`config.mk`:
```
export PLATFORM = sky130hd
export DESIGN_NAME = joy_db15_scanner
export DESIGN_NICKNAME = d
export VERILOG_FILES = /design/src/rtl/joy_db15_scanner.sv
export SDC_FILE = /design/constraint.sdc
export NUM_CORES = 1
export LEC_CHECK = 0
export BUFFER_PORTS_ARGS = -buffer_cell sky130_fd_sc_hd__buf_4
export CAP_MARGIN = 5
export CORE_MARGIN = 1
export CORE_UTILIZATION = 60
export CTS_BUF_LIST = sky130_fd_sc_hd__clkbuf_8
export CTS_CLUSTER_DIAMETER = 30
export DETAILED_ROUTE_END_ITERATION = 7
export GPL_TIMING_DRIVEN = 0
export PLACE_DENSITY = 0.84
export SLEW_MARGIN = 5
export SYNTH_ARGS = -nofsm -noshare
export SYNTH_HDL_FRONTEND = slang
export SYNTH_SLANG_ARGS = --single-unit
```
`constraint.sdc`:
```
create_clock -name clk -period 2.45 [get_ports clk]
set_clock_uncertainty 0.05 [all_clocks]
set_input_delay 0.1225 -clock clk [delete_from_list [all_inputs] [get_ports clk]]
set_output_delay 0.1225 -clock clk [all_outputs]
set_load 0.01 [all_outputs]
```
`src/rtl/joy_db15_scanner.sv`:
```
// DB15 UserIO scanner: clocks two 74HC165 chains and publishes 2x12 buttons.
// Define JOY_DB15_FILTER_EN to publish only after two identical raw scans.
module joy_db15_scanner #(
  parameter int CLK_DIV    = 8,
  parameter int IDLE_TICKS = 16
) (
  input  logic        clk,
  input  logic        reset_n,
  input  logic        joy_data,
  output logic        joy_clk,
  output logic        joy_load,
  output logic [15:0] joystick1,
  output logic [15:0] joystick2,
  output logic        scan_done
);

  localparam int NBITS = 24;

  typedef enum logic [2:0] {
    S_IDLE,
    S_LOAD,
    S_LO,
    S_HI,
    S_DONE
  } state_t;

  state_t      state;
  state_t      state_nx;
  logic [7:0]  tick_cnt;
  logic        tick;
  logic [7:0]  idle_cnt;
  logic [7:0]  idle_nx;
  logic [4:0]  bit_cnt;
  logic [4:0]  bit_nx;
  logic        sample;
  logic        pub;
  logic [1:0]  sync;
  logic [23:0] shreg;
  logic [11:0] j1_q;
  logic [11:0] j2_q;

  assign tick      = (tick_cnt == 8'(CLK_DIV - 1));
  assign joystick1 = {4'h0, j1_q};
  assign joystick2 = {4'h0, j2_q};

  // Divider is held at zero in DONE so every scan starts phase-aligned.
  always_ff @(posedge clk) begin
    if (!reset_n) begin
      tick_cnt <= 8'd0;
    end else if (tick || state == S_DONE) begin
      tick_cnt <= 8'd0;
    end else begin
      tick_cnt <= tick_cnt + 8'd1;
    end
  end

  always_comb begin
    state_nx = state;
    idle_nx  = idle_cnt;
    bit_nx   = bit_cnt;
    sample   = 1'b0;
    pub      = 1'b0;
    unique case (state)
      S_IDLE: begin
        if (tick) begin
          if (idle_cnt == 8'(IDLE_TICKS - 1)) begin
            state_nx = S_LOAD;
            idle_nx  = 8'd0;
          end else begin
            idle_nx = idle_cnt + 8'd1;
          end
        end
      end
      S_LOAD: begin
        if (tick) begin
          state_nx = S_LO;
          bit_nx   = 5'd0;
        end
      end
      S_LO: begin
        if (tick) begin
          sample   = 1'b1;
          state_nx = S_HI;
        end
      end
      S_HI: begin
        if (tick) begin
          if (bit_cnt == 5'(NBITS - 1)) begin
            state_nx = S_DONE;
          end else begin
            bit_nx   = bit_cnt + 5'd1;
            state_nx = S_LO;
          end
        end
      end
      S_DONE: begin
        pub      = 1'b1;
        state_nx = S_IDLE;
      end
      default: state_nx = S_IDLE;
    endcase
  end

  always_ff @(posedge clk) begin
    if (!reset_n) begin
      state     <= S_IDLE;
      idle_cnt  <= 8'd0;
      bit_cnt   <= 5'd0;
      joy_clk   <= 1'b0;
      joy_load  <= 1'b1;
      scan_done <= 1'b0;
      sync      <= 2'b11;
      shreg     <= 24'd0;
    end else begin
      state     <= state_nx;
      idle_cnt  <= idle_nx;
      bit_cnt   <= bit_nx;
      joy_clk   <= (state_nx == S_HI);
      joy_load  <= (state_nx != S_LOAD);
      scan_done <= (state_nx == S_DONE);
      sync      <= {sync[0], joy_data};
      if (sample) begin
        shreg[bit_cnt] <= sync[1];
      end
    end
  end

`ifdef JOY_DB15_FILTER_EN
  logic [23:0] prev;

  always_ff @(posedge clk) begin
    if (!reset_n) begin
      prev <= 24'd0;
      j1_q <= 12'd0;
      j2_q <= 12'd0;
    end else if (pub) begin
      prev <= shreg;
      if (shreg == prev) begin
        j1_q <= ~shreg[11:0];
        j2_q <= ~shreg[23:12];
      end
    end
  end
`else
  always_ff @(posedge clk) begin
    if (!reset_n) begin
      j1_q <= 12'd0;
      j2_q <= 12'd0;
    end else if (pub) begin
      j1_q <= ~shreg[11:0];
      j2_q <= ~shreg[23:12];
    end
  end
`endif

endmodule

```
* Yosys cells after proc, flatten, opt, wreduce, memory -nomap -nowiden *
Index checks and enable logic that the tools add are counted.

word-level totals
  bits in registers = 77
  output and inout port bits = 35
  word-level logic and storage cells = 57

operators by class
  add/subtract/negate cells = 3
  order comparisons = 2
  equal/unequal tests = 13
  multiplexer cells = 18
  bitwise logic cells = 3
  reductions and logical operators = 7

operators with widths
  kind                                                                                 number
  24-bit bitwise mux                                                                   1
  12-bit NOT                                                                           2
  3-bit 2-to-1 mux                                                                     6
  8-bit by 1-bit adder with 8-bit output, second input constant                        2
  5-bit 2-to-1 mux                                                                     3
  3-bit one-hot mux with 4 select lines                                                1
  5-bit one-hot mux with 2 select lines                                                1
  3-bit by 2-bit == test with 1-bit output, second input constant                      3
  8-bit by 3-bit == test with 1-bit output, second input constant                      1
  8-bit by 4-bit == test with 1-bit output, second input constant                      1
  8-bit 2-to-1 mux                                                                     1
  3-bit == test, second input constant                                                 2
  5-bit by 6-bit < comparator with 1-bit output, second input constant                 1
  2-bit inequality test, second input constant                                         3
  5-bit by 1-bit adder with 5-bit output, second input constant                        1
  1-bit demux with 5-bit select                                                        1
  5-bit == test, second input constant                                                 1
  5-bit by 1-bit greater-or-equal comparator with 1-bit output, second input constant  1
  1-bit 2-to-1 mux                                                                     4
  4-bit AND reduction                                                                  1
  3-bit by 1-bit == test with 1-bit output, second input constant                      1
  3-bit logical NOT                                                                    1
  3-bit by 1-bit inequality test with 1-bit output, second input constant              1
  2-bit AND reduction                                                                  1
  other kinds (5)                                                                      5

* Longest topological paths before layout *
Gate-level depths: netlist of run 1.

  depth after elaboration = 5
  mapped depth = 7
  depth with buffers taken out = 5

* Least setup slack after synthesis of run 1 *
No wires, ideal clock.

  path type = register -> register
  start point = register tick_cnt[0]
  end point = register shreg[12]
  library setup time = 0.132 ns
  arrival time = 1.655 ns
  data required time = 2.268 ns
  setup slack = 0.613 ns
  stages on the path, launching flop included = 8
  buffers on the path = 2
  clock period less this slack = 1.837 ns
  path through = dfxtp_1 > ha_1 > and4bb_2 > nand3_1 > clkbuf_1 > clkbuf_1 > o31ai_1 > a21oi_1

between the ends
  word-level cells in the longest chain between the ends = 3

ends and longest elaborated chain
  item                                      line  text
  start: declaration                        29    logic [7:0] tick_cnt;
  start signal: assignment                  53    tick_cnt <= tick_cnt + 8'd1;
  8-bit by 3-bit == test with 1-bit output  42    assign tick = (tick_cnt == 8'(CLK_DIV - 1));
  1-bit 2-to-1 mux                          81    if (tick) begin
  1-bit 2-to-1 mux                          63    unique case (state)
  end signal: indexed assignment            123   shreg[bit_cnt] <= sync[1];
  end: declaration                          38    logic [23:0] shreg;

Every way passes these cells.
A chain may end at the register's enable or synchronous reset.

* Final worst setup path of run 1 *
  start point = register tick_cnt[0]
  end point = register shreg[16]

Same word-level chain as after synthesis.

==> results of run 1 <==
## kinds of logic after synthesis
group | share of synthesized area [%]
simple gates | 22.8
xor+xnor | 2.63
buf+inv | 5.79
fa+ha+maj | 2.26
compound gates | 19.8
flops | 46.4
other cells | 0.113
mux | 0.301
## metal layers
metal  global-route usage [%]  wire length, µm  vias up  part of all wire, %
met5                        0                0        -                    0
met3                     6.11              471       14                  6.0
met4                     9.81              129        0                  1.6
met2                     44.1             3690      120                   47
met1                     38.4             3610     1446                   46
li1                         -                -     1453                    -
## timing repair
action                                  in CTS  in global routing
hold buffers                                 1                  0
endpoints found under the setup margin       0                  8
hold endpoints to repair                     1                  0
gates resized for setup                      0                  1
## metrics by stage
step | std cells | total power [mW] | setup slack [ns] | hold WS [ns]
after floorplan | 379 | 1.34 | 0.613 | 0.174
after detailed placement | 478 | 1.35 | 0.235 | 0.259
after CTS | 495 | 2.19 | 0.197 | 0.0504
after global routing | 495 | 2.26 | 0.00302 | 0.0752
final | 495 | 2.19 | 0.162 | 0.0605
after global placement | 478 | 1.35 | 0.273 | 0.256
## worst min-delay path by stage
stage                   from                      to  slack, ns  depth (start not counted)
finish               reset_n  tick_cnt[4]$_SDFF_PP0_       0.06                          3
CTS                  reset_n  tick_cnt[4]$_SDFF_PP0_       0.05                          3
global placement    joy_data      sync[0]$_SDFF_PN1_       0.26                          2
floorplan           joy_data      sync[0]$_SDFF_PN1_       0.17                          1
global route         reset_n  tick_cnt[4]$_SDFF_PP0_       0.08                          3
detailed placement  joy_data      sync[0]$_SDFF_PN1_       0.26                          2
## placed cells by master (no fill, tap or decap), drive strengths merged, types with 6 or more instances in the layout
cell type,n
xor2,6
o31ai,18
clkbuf,37
a211oi,22
dfxtp,77
nand2b,9
buf,39
inv,7
nor2,40
o21ai,8
nand4,20
ha,6
a21oi,33
nand3,12
nand2,15
conb,8
## power by group
group / switching (mW) / leakage, nW / internal [mW] / total, mW
Clock: 0.451 / 0.0939 / 0.414 / 0.865
Sequential: 0.00441 / 0.621 / 1.26 / 1.26
Combinational: 0.0453 / 0.643 / 0.0219 / 0.0671
Total: 0.500 / 1.36 / 1.69 / 2.19
## final cells by class
type	instances	share of cell area, %
well taps	70	2.27
flip-flops and latches	77	40.0
multi-input cells	261	42.1
inverters	5	0.487
repair buffers	30	5.91
clock inverters	5	0.715
plain buffers	36	4.52
clock buffers	11	3.93
## critical path: stages (launching register included)
cell	delay, ns
dfxtp_1	0.36
ha_1	0.28
and4bb_2	0.32
nand3_1	0.16
clkbuf_1	0.26
clkbuf_1	0.29
o31ai_1	0.32
a21oi_1	0.09
## flip-flops by register name, indices dropped and copies added, names as in the netlist
register,flops
j2_q,12
shreg,24
scan_done,1
j1_q,12
sync,2
bit_cnt,5
joy_clk,1
idle_cnt,8
tick_cnt,8
joy_load,1
state,3
==> impl_metrics.yaml, run 1 <==
run_status:
  outcome: "completed"
floorplan:
  initial_core_util_pct: 63.5
  fp.coreArea_um2: 5240
  std_cell_rows: 26
  die_h_um: 76.5
  pin_count: 38
  dieArea_um2: 5840
  die_w_um: 76.5
placed_design:
  port_buffers: 29
  place_area_um2: 3660
  dpl.hpwl_um: 5420
  gp_congestion: 0.932
worst_setup_path:
  reg2reg_slack_ns: 0.16
  cp_max_fo: 10
  arrival_ns: 2.45
  worstReg2RegStart: "tick_cnt[0]$_SDFF_PP0_"
  critPathKind: "reg2reg"
  startpoint_type: "flop"
  endpoint: "shreg[16]$_SDFFE_PN0P_"
  rr_worst_depth: 7
  crit_start: "tick_cnt[0]$_SDFF_PP0_"
  worstPathRequired_ns: 2.61
  crit_path_end_kind: "flop"
  r2r-end: "shreg[16]$_SDFFE_PN0P_"
timing:
  max_freq_mhz: 437
  period_needed_ns: 2.29
  setup_viol: 0
  worst_pin_slew_ns: 0.742
  rsz0062_at_grt: "false"
  fin_crit_sh_pct: 93.4
  slew_headroom_pct: 50.3
  tns_ns: 0
  slew_viol_final: 0
  finalHoldViolations: 0
detailed_routing:
  detail_route.wl_per_cell_um: 16.0
  initialDrtViolationCount: 282
  post-route-drc-count: 0
  antenna_left: 0
  vias: 3033
  routed_via_density: 6.13
  first_pass_iters: 6
  wl_um: 7900
clock_network:
  post_cts.repair.setup_buffers: 0
  clock_path_buffers: 2
  cts_buffers: 9
  clockRootBuffer: "clkbuf_8"
  clk_latency_ns: 0.35
  cts_max_level: 3
  cts_sinks: 77
  clk_pin_slew_worst_paths_ns: 0.08
  tritoncts: "done"
global_route:
  grt_pass1_wl_um: 13100
  overflow: 0
  grt_usage_pct: 28.2
  antenna_found_initial: 0
  first_global_vias: 2655
  grt_max_degree: 13
pwr:
  peakVddDrop_v: 0.000381
  leakage_nw: 1.36
  power_density_nw_per_um2: 569
final_layout:
  multi_input_area_um2: 1620
  fin_util_pct: 73.5
  num-fill-cells: 399
  regArea_um2: 1540
  nets: 429
  finish.instance_area_um2: 3850
  layout-drive-gt1-share_pct: 14.8
  antennaDiodeCount: 0
  syn_to_final_growth_pct: 15.8
synthesis:
  synth_top_area_share_pct: 46.4
  synth-async-reset-ratio_pct: 0
  ys_seq_elements: 77
  yosysWarnings: 0
  synth_top_flop_cell: "dfxtp_1"
  syn_avg_cell_area_um2: 8.94
  ys_types: 48
  synth_area_um2: 3330
  synth-edff-count: 0
  netlist_instances: 372
  ys_seq_area_share_pct: 46.4
  yosysTopAreaCell: "dfxtp_1"
  synthTopCellsByCount: "77 x dfxtp_1, 40 x nor2_1, 33 x a21oi_1"
  synth_most_common_cell: "dfxtp_1"
  synth_area_leaders: "dfxtp_1 46%, a211oi_1 5.0%, a21oi_1 5.0%"
min_path:
  holdCritPathClass: "in2reg"
flow_run:
  max-cap-violations: 0
Note: power is estimated with default switching activity, not from simulation.
==> run 2: changes to the inputs <==
--- a/config.mk
+++ b/config.mk
@@ -7,13 +7,13 @@
 export LEC_CHECK = 0
 export BUFFER_PORTS_ARGS = -buffer_cell sky130_fd_sc_hd__buf_4
 export CAP_MARGIN = 5
-export CORE_MARGIN = 1
 export CORE_UTILIZATION = 60
 export CTS_BUF_LIST = sky130_fd_sc_hd__clkbuf_8
 export CTS_CLUSTER_DIAMETER = 30
 export DETAILED_ROUTE_END_ITERATION = 7
 export GPL_TIMING_DRIVEN = 0
 export PLACE_DENSITY = 0.84
+export SETUP_SLACK_MARGIN = 0.3
 export SLEW_MARGIN = 5
 export SYNTH_ARGS = -nofsm -noshare
 export SYNTH_HDL_FRONTEND = slang
==> run 2 against run 1 <==
Net effect:
- clock power increased by 2%
- largest cell class unchanged
- critical path type unchanged
- setup slack improved by 0.22 ns
- maximum frequency increased by 11%
- first-iteration DRC count increased by 1.8%
- die area unchanged
- highest routed layer unchanged
- routed wire length increased by 0.96%
- worst hold slack got worse by 0.0066 ns
- combinational power increased by 0.6%
- final area increased by 0.91%
- global-route usage decreased by 0.051 points
- sequential cell count unchanged
==> impl_metrics.yaml, run 2 (synthesis results as in run 1) <==
clock_network:
  cts_buffers: 9
  cts_max_level: 3
  clk_latency_ns: 0.36
  clock_path_buffers: 2
  cts_sinks: 77
  clk_pin_slew_worst_paths_ns: 0.08
  tritoncts: "done"
  clockRootBuffer: "clkbuf_8"
global_route:
  first_global_vias: 2663
  overflow: 0
  grt_pass1_wl_um: 13000
  antenna_found_initial: 0
  grt_usage_pct: 28.1
  grt_max_degree: 13
timing:
  max_freq_mhz: 484
  finalHoldViolations: 0
  rsz0062_at_grt: "true"
  slew_viol_final: 0
  tns_ns: 0
  setup_slack_ns: 0.386
  fin_crit_sh_pct: 84.2
  holdWs_ns: 0.0539
  setup_viol: 0
  slew_headroom_pct: 63.5
  worst_pin_slew_ns: 0.548
  period_needed_ns: 2.06
floorplan:
  initial_core_util_pct: 63.5
  die_h_um: 76.5
  pin_count: 38
  std_cell_rows: 26
  dieArea_um2: 5840
  die_w_um: 76.5
  fp.coreArea_um2: 5240
placed_design:
  post-place-ws_ns: 0.235
  place_area_um2: 3660
  port_buffers: 29
  gp_congestion: 0.932
  dpl.hpwl_um: 5420
final_layout:
  fin_util_pct: 74.2
  top_register: "shreg"
  reg.largest.list: "shreg: 24 flops, j1_q: 12 flops, j2_q: 12 flops"
  antennaDiodeCount: 0
  layout-drive-gt1-share_pct: 16.9
  final_cell_mix: "77 x dfxtp_1, 40 x nor2_1, 38 x buf_4"
  layout_commonest_cell: "dfxtp_1"
  nets: 430
  largest_reg_flops: 24
  finish.instance_area_um2: 3890
  syn_to_final_growth_pct: 16.9
detailed_routing:
  first_pass_iters: 5
  post-route-drc-count: 0
  antenna_left: 0
  vias: 3069
  routed_via_density: 6.19
  wl_um: 7980
  initialDrtViolationCount: 287
  detail_route.wl_per_cell_um: 16.1
pwr:
  leakage_nw: 1.37
  peakVddDrop_v: 0.000381
  power_density_nw_per_um2: 569
worst_setup_path:
  arrival_ns: 2.24
  r2r-end: "shreg[13]$_SDFFE_PN0P_"
  crit_path_end_kind: "flop"
  max_stage_delay_ns: 0.37
  critPathSlowestCell: "dfxtp_1"
  cp_max_fo: 10
  reg2reg_slack_ns: 0.39
  critPathKind: "reg2reg"
  worstPathRequired_ns: 2.62
  endpoint: "shreg[13]$_SDFFE_PN0P_"
  startpoint_type: "flop"
  crit_start: "tick_cnt[0]$_SDFF_PP0_"
  worstReg2RegStart: "tick_cnt[0]$_SDFF_PP0_"
  path_cells: "ha_2 -> and4bb_2 -> nand3_2 -> clkbuf_4 -> buf_2 -> o31ai_1 -> a21oi_1"
  rr_worst_depth: 7
min_path:
  hold_depth: 3
  holdCritPathClass: "in2reg"
flow_run:
  max-cap-violations: 0
run_status:
  outcome: "completed"
## run 2: worst min-delay path by stage
stage | from | end | slack [ns]
floorplan | joy_data | sync[0]$_SDFF_PN1_ | 0.17
global route | reset_n | tick_cnt[4]$_SDFF_PP0_ | 0.08
CTS | reset_n | tick_cnt[4]$_SDFF_PP0_ | 0.05
detailed placement | joy_data | sync[0]$_SDFF_PN1_ | 0.26
global placement | joy_data | sync[0]$_SDFF_PN1_ | 0.26
finish | reset_n | tick_cnt[4]$_SDFF_PP0_ | 0.05
## run 2: timing repair
item / 4_1_cts / 5_1_grt
setup endpoints to repair: 17 / 40
setup buffers: 1 / 0
hold endpoints to repair: 1 / 0
pin swaps: 1 / 0
resized for setup: 2 / 16
hold buffers: 1 / 0
## run 2: per-layer routing
| metal | wire length (µm) | track usage, % |
|---|---|---|
| met5 | 0 | 0 |
| met4 | 155 | 9.81 |
| met3 | 551 | 6.47 |
| met2 | 3620 | 44.2 |
| met1 | 3650 | 37.9 |
## run 2: layout make-up
class	instances	area [µm²]
multi-input cells	261	1640
flip-flops and latches	77	1540
fillers	392	1350
repair buffers	31	235
plain buffers	36	183
clock buffers	11	151
well taps	70	87.6
clock inverters	5	27.5
inverters	5	18.8
## run 2: per-stage QoR
stage	std cells	power (mW)
4_1_cts	496	2.19
3_3_place_gp	478	1.35
5_1_grt	496	2.26
3_5_place_dp	478	1.35
6_report	496	2.21
2_1_floorplan	379	1.34
## run 2: power by group
group / internal [mW] / total (mW) / switching [mW]
Clock: 0.414 / 0.882 / 0.468
Combinational: 0.0224 / 0.0675 / 0.0451
Sequential: 1.26 / 1.26 / 0.00449
Total: 1.69 / 2.21 / 0.518
## run 2: critical path: cells and delay by family, from the launching register on
family	cells	cell delay (ns)
AO/OA/AOI/OAI	2	0.40
flip-flops	1	0.37
AND/OR/NAND/NOR	2	0.44
adder cells (fa/ha/maj)	1	0.25
buffers and inverters	2	0.42
==> run 3: changes to the inputs <==
--- a/config.mk
+++ b/config.mk
@@ -5,14 +5,15 @@
 export SDC_FILE = /design/constraint.sdc
 export NUM_CORES = 1
 export LEC_CHECK = 0
+export ABC_AREA = 1
 export BUFFER_PORTS_ARGS = -buffer_cell sky130_fd_sc_hd__buf_4
 export CAP_MARGIN = 5
-export CORE_UTILIZATION = 60
+export CORE_UTILIZATION = 55
 export CTS_BUF_LIST = sky130_fd_sc_hd__clkbuf_8
 export CTS_CLUSTER_DIAMETER = 30
 export DETAILED_ROUTE_END_ITERATION = 7
 export GPL_TIMING_DRIVEN = 0
-export PLACE_DENSITY = 0.84
+export PLACE_DENSITY = 0.8
 export SETUP_SLACK_MARGIN = 0.3
 export SLEW_MARGIN = 5
 export SYNTH_ARGS = -nofsm -noshare
==> constraint.sdc (replaced) <==
create_clock -name clk -period 1.8 [get_ports clk]
set_clock_uncertainty 0.05 [all_clocks]
set_input_delay 0.09 -clock clk [delete_from_list [all_inputs] [get_ports clk]]
set_output_delay 0.09 -clock clk [all_outputs]
set_load 0.01 [all_outputs]
==> run 3 against run 2 <==
Net effect:
- first-iteration DRC count is 9.8% higher
- cell count up 20%
- count of clock-buffer cells in the layout decreased by 1
- critical path depth increased by 1
- setup slack got worse by 0.099 ns
- die area up 14%
- non-clock buffer count is the same
- critical path type unchanged
- sequential share of layout area shrank 3.2 points
- power is 40% higher
- highest routed layer unchanged
==> impl_metrics.yaml, run 3 <==
worst_setup_path:
  cp_max_fo: 10
  crit_family: "simple AND/OR/NAND/NOR gates"
  worstPathRequired_ns: 1.96
  path_cells: "ha_4 -> nand3_4 -> nor2_4 -> buf_12 -> buf_8 -> nand3_1 -> nand2_1 -> a21oi_1"
  max_stage_delay_ns: 0.36
  arrival_ns: 1.67
  crit_path_end_kind: "flop"
  critPathBufInv: 2
  startpoint_type: "flop"
  critPathKind: "reg2reg"
  critPathSlowestCell: "dfxtp_4"
  crit_start: "tick_cnt[0]$_SDFF_PP0_"
  worstReg2RegStart: "tick_cnt[0]$_SDFF_PP0_"
pwr:
  peakVddDrop_v: 0.000719
  power_density_nw_per_um2: 725
  leakage_nw: 1.67
detailed_routing:
  initialDrtViolationCount: 315
  routed_via_density: 5.64
  wl_um: 8350
  post-route-drc-count: 0
  vias: 3350
  antenna_left: 0
  first_pass_iters: 5
  detail_route.wl_per_cell_um: 14.1
clock_network:
  post_cts.repair.setup_buffers: 0
  cts_max_level: 3
  clk_pin_slew_worst_paths_ns: 0.08
  clk_latency_ns: 0.35
  tritoncts: "done"
  clock_path_buffers: 2
  cts_sinks: 77
  clockRootBuffer: "clkbuf_8"
  cts_buffers: 9
synthesis:
  yosysWarnings: 0
  ys_seq_elements: 77
  synth-edff-count: 0
  ys_types: 29
  syn_avg_cell_area_um2: 7.50
  synth-async-reset-ratio_pct: 0
  synth_area_um2: 3480
  ys_seq_area_share_pct: 44.3
  synth_top_flop_cell: "dfxtp_1"
  netlist_instances: 464
  yosysTopAreaCell: "dfxtp_1"
  synth_top_area_share_pct: 44.3
  synthTopCellsByCount: "77 x dfxtp_1, 63 x a21oi_1, 63 x nand2_1"
  synth_most_common_cell: "dfxtp_1"
  synth_area_leaders: "dfxtp_1 44%, a21oi_1 9.1%, nand3_1 6.9%"
timing:
  slew_viol_final: 0
  period_needed_ns: 1.51
  setup_slack_ns: 0.287
  tns_ns: 0
  finalHoldViolations: 0
  rsz0062_at_grt: "true"
  worst_pin_slew_ns: 0.628
  slew_headroom_pct: 58.1
  setup_viol: 0
  fin_crit_sh_pct: 84.0
  max_freq_mhz: 661
flow_run:
  max-cap-violations: 0
final_layout:
  multi_input_area_um2: 1750
  largest_reg_flops: 24
  final_cell_mix: "71 x dfxtp_1, 60 x a21oi_1, 60 x nand2_1"
  layout_commonest_cell: "dfxtp_1"
  antennaDiodeCount: 0
  layout-drive-gt1-share_pct: 22.0
  num-fill-cells: 489
  fin_util_pct: 70.7
  stdcell_count: 594
  regArea_um2: 1550
  finish.instance_area_um2: 4260
  reg.largest.list: "shreg: 24 flops, j1_q: 12 flops, j2_q: 12 flops"
  top_register: "shreg"
  nets: 524
  syn_to_final_growth_pct: 22.5
global_route:
  first_global_vias: 2788
  grt_pass1_wl_um: 12900
  antenna_found_initial: 0
  overflow: 0
  grt_usage_pct: 25.2
  grt_max_degree: 13
floorplan:
  fp.coreArea_um2: 6030
  std_cell_rows: 28
  initial_core_util_pct: 57.8
  dieArea_um2: 6650
  die_h_um: 81.6
  die_w_um: 81.6
  pin_count: 38
placed_design:
  post-place-ws_ns: 0.0745
  placedCellCount: 575
  port_buffers: 29
  dpl.hpwl_um: 5300
  place_area_um2: 3820
  gp_congestion: 0.882
min_path:
  min-delay-start: "reset_n"
  holdCritPathClass: "in2reg"
run_status:
  outcome: "completed"
[run 3: report_power, final]
group          switching (mW)  total [mW]  internal [mW]
clock network           0.614        1.28          0.664
registers             0.00913        1.72           1.71
logic                  0.0582      0.0933         0.0351
[run 3: path summary, 6_finish.rpt]
kind                            endpoint  slack [ns]  cells after the start
setup reg to reg  shreg[14]$_SDFFE_PN0P_        0.29                      8
setup / recovery  shreg[14]$_SDFFE_PN0P_        0.29                      8
hold reg to reg       sync[1]$_SDFF_PN1_        0.36                      1
hold / removal        sync[1]$_SDFF_PN1_        0.09                      3
[run 3: routing by layer]
| metal | wire (µm) | GRT usage (%) |
|---|---|---|
| met3 | 656 | 5.78 |
| met5 | 0 | 0 |
| met1 | 3710 | 33.9 |
| met4 | 153 | 10.7 |
| met2 | 3830 | 38.6 |
[run 3: worst reg2reg max path, cell delays in order (launching register included)]
cell and delay (ns):
dfxtp_4 0.36, ha_4 0.15, nand3_4 0.09, nor2_4 0.18
buf_12 0.16, buf_8 0.14, nand3_1 0.11, nand2_1 0.08
a21oi_1 0.05
[run 3: what timing repair did]
item | in CTS | in global routing
hold buffers | 1 | 0
gates cloned | 1 | 2
hold endpoints to repair | 1 | 0
pin swaps | 2 | 15
setup endpoints to repair | 63 | 64
gates resized for setup | 23 | 38
[run 3: cell families after synthesis]
| family | synth area share [%] |
|---|---|
| AOI/OAI and AO/OA | 13.9 |
| xor gates and xnor gates | 1.76 |
| adders and majority gates | 2.16 |
| buffers and inverters | 9.35 |
| DFF | 44.3 |
| other | 0.108 |
| and+or+nand+nor | 28.4 |
[run 3: metrics by stage]
stage	total power, mW	hold slack [ns]
after floorplan	1.82	0.147
after global placement	1.84	0.230
after detailed placement	1.84	0.230
after CTS	3.09	0.0881
after global routing	3.18	0.117
final	3.09	0.0906
[run 3: layout make-up]
cell class | count | share of cell area (%)
multi-input cells | 325 | 41.0
flip-flops and latches | 77 | 36.5
repair buffers | 33 | 6.69
plain buffers | 34 | 6.05
clock buffers | 10 | 3.23
inverters | 35 | 3.14
well taps | 75 | 2.20
clock inverters | 5 | 1.23
